### src/rtl/mem_req_initiator.sv
// Initiator for the single-cycle write / delayed-read memory protocol.
// Serialises host commands, times the read-data capture and flags responder timing faults.
module mem_req_initiator #(
    parameter int AW             = 1,
    parameter int DW             = 1,
    parameter int Addr2ReadDelay = 0
) (
    input  logic          clk,
    input  logic          rst,
    input  logic          cmd_valid,
    output logic          cmd_ready,
    input  logic          cmd_write,
    input  logic [AW-1:0] cmd_addr,
    input  logic [DW-1:0] cmd_wdata,
    output logic          write,
    output logic          wr_valid,
    output logic          read,
    output logic [AW-1:0] addr,
    output logic [DW-1:0] wdata,
    input  logic          rd_served,
    input  logic [DW-1:0] rdata,
    output logic          rsp_valid,
    input  logic          rsp_ready,
    output logic [DW-1:0] rsp_data,
    output logic          rsp_err,
    output logic          err_late,
    output logic          err_spurious
);

    typedef enum logic [2:0] {
        IDLE = 3'd0,
        WR   = 3'd1,
        RD   = 3'd2,
        WAIT = 3'd3,
        RSP  = 3'd4
    } state_t;

    // Counter preload when entering WAIT; the RD cycle itself already accounts for one delay cycle.
    localparam logic [3:0] WAIT_INIT = (Addr2ReadDelay > 0) ? 4'(Addr2ReadDelay - 1) : 4'd0;

    state_t     state;
    logic [3:0] cnt;
    logic       sample_cycle;

    assign cmd_ready = (state == IDLE);

    // NOTE: every variable assigned in always_comb gets a default first, so no latch is inferred.
    always_comb begin
        sample_cycle = 1'b0;
        if (state == RD && Addr2ReadDelay == 0)
            sample_cycle = 1'b1;
        if (state == WAIT && cnt == 4'd0)
            sample_cycle = 1'b1;
    end

    // NOTE: sequential state uses non-blocking assignments only, so later statements
    // in this block see the pre-edge values and a later assignment wins.
    always_ff @(posedge clk) begin
        if (rst) begin
            state        <= IDLE;
            cnt          <= 4'd0;
            write        <= 1'b0;
            wr_valid     <= 1'b0;
            read         <= 1'b0;
            addr         <= '0;
            wdata        <= '0;
            rsp_valid    <= 1'b0;
            rsp_data     <= '0;
            rsp_err      <= 1'b0;
            err_late     <= 1'b0;
            err_spurious <= 1'b0;
        end else begin
            if (rd_served && !sample_cycle)
                err_spurious <= 1'b1;

            // Capture is shared by RD (zero delay) and the last WAIT cycle.
            if (sample_cycle) begin
                state     <= RSP;
                rsp_valid <= 1'b1;
                rsp_err   <= !rd_served;
                rsp_data  <= rd_served ? rdata : '0;
                if (!rd_served)
                    err_late <= 1'b1;
            end

            case (state)
                IDLE: begin
                    if (cmd_valid) begin
                        addr <= cmd_addr;
                        if (cmd_write) begin
                            wdata    <= cmd_wdata;
                            write    <= 1'b1;
                            wr_valid <= 1'b1;
                            state    <= WR;
                        end else begin
                            read  <= 1'b1;
                            state <= RD;
                        end
                    end
                end
                WR: begin
                    write    <= 1'b0;
                    wr_valid <= 1'b0;
                    state    <= IDLE;
                end
                RD: begin
                    read <= 1'b0;
                    if (!sample_cycle) begin
                        cnt   <= WAIT_INIT;
                        state <= WAIT;
                    end
                end
                WAIT: begin
                    if (cnt != 4'd0)
                        cnt <= cnt - 4'd1;
                end
                RSP: begin
                    if (rsp_ready) begin
                        rsp_valid <= 1'b0;
                        state     <= IDLE;
                    end
                end
                default: begin
                    write     <= 1'b0;
                    wr_valid  <= 1'b0;
                    read      <= 1'b0;
                    rsp_valid <= 1'b0;
                    state     <= IDLE;
                end
            endcase
        end
    end

endmodule

### config.mk
export PLATFORM = sky130hd
export DESIGN_NAME = mem_req_initiator
export DESIGN_NICKNAME = d
export VERILOG_FILES = /design/src/rtl/mem_req_initiator.sv
export SDC_FILE = /design/constraint.sdc
export NUM_CORES = 1
export LEC_CHECK = 0
export BUFFER_PORTS_ARGS = -buffer_cell sky130_fd_sc_hd__buf_2
export CORE_MARGIN = 2
export CORE_UTILIZATION = 50
export DETAILED_ROUTE_END_ITERATION = 10
export PLACE_DENSITY_LB_ADDON = 0.12
export SLEW_MARGIN = 20
export SYNTH_ARGS = -nofsm -noshare
export SYNTH_HDL_FRONTEND = slang
export SYNTH_SLANG_ARGS = --single-unit
### constraint.sdc
create_clock -name clk -period 3.1 [get_ports clk]
set_input_delay 0.62 -clock clk [delete_from_list [all_inputs] [get_ports clk]]
set_output_delay 0.62 -clock clk [all_outputs]
set_load 0.01 [all_outputs]
Yosys cells after proc, flatten, opt, wreduce, memory -nomap -nowiden
Cells that the tools add are included.
- RAM bits: 0
- latch bits: 0
- output and inout port bits: 11
- memory bits (read-only): 0
- input bits: 9
- register bits: 16
- memories: 0
- word-level logic and storage cells: 62
- bitwise gates (word level): 3
- order comparisons: 0
- shifts and indexed selects: 0
- $add $sub $neg: 1
- $mul: 0
- mux-type cells: 21
- div/mod/pow operators: 0
- equality and inequality tests: 9
- reduce and logical (&&, ||, !) cells: 17
- operators with widths (operator ; count):
    2-to-1 mux 3 bit ; 4
    case mux 3 bit (4 select lines) ; 1
    AND reduction 3 bit ; 4
    2-to-1 mux 1 bit ; 9
    2-to-1 mux 4 bit ; 2
    case mux 4 bit (2 select lines) ; 1
    equality test 3 x 2 -> 1 bit, second input constant ; 2
    != test 2 bit, second input constant ; 3
    case mux 1 bit (2 select lines) ; 3
    OR reduction 3 bit ; 2
    logical NOT 4 bit ; 1
    != test 2 x 1 -> 1 bit, second input constant ; 2
    AND reduction 2 bit ; 2
    nonzero test 4 bit ; 1
    OR reduction 4 bit ; 1
    subtractor 4 x 1 -> 4 bit, second input constant ; 1
    equality test 3 x 1 -> 1 bit, second input constant ; 1
    equality test 3 bit, second input constant ; 1
    logical NOT 3 bit ; 1
    NOT 1 bit ; 3
    logical AND 1 bit ; 2
    logical NOT 1 bit ; 2
    2-to-1 mux 2 bit ; 1
    nonzero test 2 bit ; 1

Longest topological paths before layout
- word-level depth: 6
- depth in mapped cells: 5
- gate-level depth less buffers: 5

Worst setup path after synthesis
Ideal clock, no wire load.
- path type: reg2reg
- start: register cnt[0]
- end: register rsp_valid
- path slack: 1.658 ns
- path buffers: 0
- cell stages (with the launch flop): 6
- required time: 3.042 ns
- library setup time: 0.058 ns
- arrival: 1.383 ns
- period minus slack after synthesis: 1.442 ns
- path through: dfxtp_1 > inv_1 > ha_1 > or3b_2 > a21boi_2 > o221a_2
- word-level cells in the longest chain between the ends: 6
- RTL lines (item ; RTL line ; RTL):
    from (decl) ; 42 ; logic [3:0] cnt;
    from (signal assigned) ; 115 ; cnt <= cnt - 4'd1;
    logical NOT 4 bit * ; 52 ; if (state == WAIT && cnt == 4'd0)
    logical AND 1 bit * ; 52 ;
    2-to-1 mux 1 bit * ; 52 ;
    2-to-1 mux 1 bit * ; 77 ; if (sample_cycle) begin
    2-to-1 mux 1 bit ; 118 ; if (rsp_ready) begin
    case mux 1 bit (2 select lines) * ; 86 ; case (state)
    to (signal assigned) ; 79 ; rsp_valid <= 1'b1;
    to (signal assigned) ; 119 ; rsp_valid <= 1'b0;
    to (signal assigned) ; 127 ; rsp_valid <= 1'b0;
    to (decl) ; 22 ; output logic rsp_valid,
Mark *: on every way between the ends. The rest lies on a longest branch, timed or not.
A chain may end at the register's enable or synchronous reset.

Final worst setup path
- start: register state[0]
- end: output cmd_ready
- word-level cells in the longest chain between the ends: 1
- RTL lines (item ; RTL line ; RTL):
    from (decl) ; 41 ; state_t state;
    from (signal assigned) ; 60 ; state <= IDLE;
    from (signal assigned) ; 78 ; state <= RSP;
    from (signal assigned) ; 94 ; state <= WR;
    logical NOT 3 bit ; 45 ; assign cmd_ready = (state == IDLE);
    to (decl) ; 11 ; output logic cmd_ready,
No other way between the ends.

==> out/metrics.cfg <==
[run_status]
status = finished, final reports clean

[pwr]
net-switching-power_mw = 0.0964
power_mw = 0.378
power.leakage_nw = 0.393
clkPwrFrac_pct = 29.0
cellPowerDensity_mw_per_mm2 = 437
pwr-share-seq_pct = 58.8
combPwrFrac_pct = 12.2
ir_worst_vdd_mv = 0.240
switching_share_pct = 25.5
internal_power_mw = 0.282

[clocking]
cts_hold_buf = 0
cts-resized-gates = 0
post-cts-setup-buffers = 0
clk_pin_slew_worst_paths_ns = 0.09
cts.htree.levels = 1
cts_buffers = 3
clock_latency_ns = 0.28
cts-root-buf = clkbuf_4
cts_tree = built
clkSinkCount = 16
cts_max_path_buffers = 2

[final_layout]
drive_gt1_share_pct = 28.3
stdcell_count = 115
antennaDiodeCount = 0
nets = 112
syn_to_final_growth_pct = 14.4

[hold_path]
hold_path_end = read
min_from = read
hp-class = reg -> reg
whs_path_depth = 2

[worst_setup_path]
setup.worst_path.end_class = output pin
cp_max_fo = 10
path_cells = nor3_1 -> buf_2
startpoint_type = register
crit_arrival_ns = 1.15
r2r-end = err_spurious
r2r_start = cnt[0]
slowest_delay_ns = 0.62
worst-r2r-cell-count = 5
worstSetupPathType = reg -> out
worstPathRequired_ns = 2.48
reg2reg_slack_ns = 1.55
slowest_stage = dfxtp_1

[synthesis]
muxShareOfSynthArea_pct = 5.30
synthTopCellsByCount = 16 x dfxtp_1, 9 x a21oi_1, 8 x nand2_1
synth_edf_count = 0
ys.flop_type = dfxtp_1
synthDistinctLibCells = 30
ys_ff_latch = 16
async_reset_ff_share_pct = 0
post-synth-top-count-cell = dfxtp_1
ys_seq_area_share_pct = 42.4
synth_compound_area_share_pct = 17.9
synth.area.top_cells = dfxtp_1 42%, a21oi_1 6.0%, mux2i_1 5.3%
synth_cells = 82
yosys.area.top_type = dfxtp_1
synthXorXnorAreaFrac_pct = 0
synthAdderAreaFrac_pct = 3.31
ys_warn_count = 0
syn_area_per_cell_um2 = 9.22
netlist_area_um2 = 756
yosys.area_share.simple_pct = 23.8
synth_top_area_share_pct = 42.4
synth_top_family_by_area = simple AND/OR/NAND/NOR gates
syn_nets = 93

[floorplan]
die_area_mm2 = 0.00184
fp.dieH_um = 42.9
core-area_mm2 = 0.00145
fp.dieW_um = 42.9
rows = 14
start_util_pct = 52.0
io_pins = 20

[sta]
slew_violations = 0
max_freq_mhz = 565
rsz0062_at_grt = false
final.period_utilization_pct = 57.1
setup_violations = 0
fin_worst_skew_ns = 0.00150
hold_viol_final = 0
worstMarginPinSlew_ns = 0.495
max_slew_margin_pct = 66.9
finalSetupTns_ns = 0
final.min_clock_period_ns = 1.77

[routing]
wirelength_um = 1350
ant_nets = 0
first_pass_iters = 4
drc = 0
via_per_inst = 5.49
dr.first_iter.drc_count = 5
vias = 631
wl_per_cell_um = 11.7

[placed_design]
gp_congestion = 0.720
hpwl_um = 1000
dp.cells = 112
port_buffers = 19

[global_routing]
grt_overflow = 0
antenna_found_initial = 0
grt_pass1_vias = 593
grt_pass1_wl_um = 2390
grt_max_degree = 14
grt.total_usage_pct = 16.9

[flow_run]
max_cap_viol_count = 0

[layout make-up]
| cell class | count | area, µm² |
|---|---|---|
| Fill cell | 137 | 589 |
| Multi-Input combinational cell | 54 | 380 |
| Sequential cell | 16 | 320 |
| Timing Repair Buffer | 19 | 95.1 |
| Inverter | 7 | 26.3 |
| Clock buffer | 3 | 22.5 |
| Tap cell | 16 | 20.0 |
[per-stage QoR]
step / hold slack [ns] / setup WS (ns) / utilization, % / area (µm²)
2_1_floorplan: 0.465 / 1.66 / - / 756
3_3_place_gp: 0.441 / 1.57 / 57.9 / 842
3_5_place_dp: 0.445 / 1.56 / 57.9 / 842
4_1_cts: 0.458 / 1.33 / 59.5 / 865
5_1_grt: 0.489 / 1.28 / 59.5 / 865
6_report: 0.455 / 1.33 / 59.5 / 865
[registers in the layout, summed over array words and instances, names as in the netlist]
signal / flops
addr: 1
rsp_valid: 1
state: 3
read: 1
err_spurious: 1
wr_valid: 1
rsp_data: 1
rsp_err: 1
wdata: 1
cnt: 4
err_late: 1
[power by group through the flow]
stage	clock (mW)	combinational, mW	sequential (mW)
floorplan	0	0.0317	0.226
global placement	0	0.0457	0.228
detailed placement	0	0.0466	0.227
CTS	0.110	0.0468	0.223
global route	0.119	0.0511	0.224
finish	0.110	0.0460	0.222
[placed cells by master (no fill, tap or decap), types with 2 or more instances in the layout]
master / instances
dfxtp_1: 16
ha_1: 2
nand2_1: 8
a21oi_1: 9
nor3b_1: 2
nor3_1: 2
clkbuf_4: 3
nor2_1: 2
o21ai_0: 5
mux2i_1: 4
nand2b_1: 2
nand3_1: 2
buf_2: 19
nor2b_1: 2
inv_1: 7
[cells by family after synthesis]
logic type,Yosys count
mux,4
buf+inv,12
flops,16
simple gates,27
compound gates,21
fa+ha+maj,2
[worst max-delay path: cells and delay by family, from the launching register on]
family | cells | cell delay [ns]
flip-flops | 1 | 0.62
buffers and inverters | 1 | 0.16
AND/OR/NAND/NOR | 1 | 0.09
[per-layer routing]
layer | global-route usage [%] | wire (µm)
met1 | 20.3 | 625
met2 | 28.5 | 659
met3 | 3.83 | 51
met4 | 7.50 | 11
met5 | 0 | 0
[worst max-delay path by stage]
stage | from | end | slack, ns | cells past startpoint
2_1_floorplan | cnt[0] | rsp_valid | 1.66 | 5
3_3_place_gp | cnt[0] | rsp_valid | 1.57 | 5
3_5_place_dp | cnt[1] | rsp_data | 1.56 | 5
4_1_cts | state[0] | cmd_ready | 1.33 | 2
5_1_grt | state[0] | cmd_ready | 1.28 | 2
6_report | state[0] | cmd_ready | 1.33 | 2
Power figures use the tool's default switching activity.
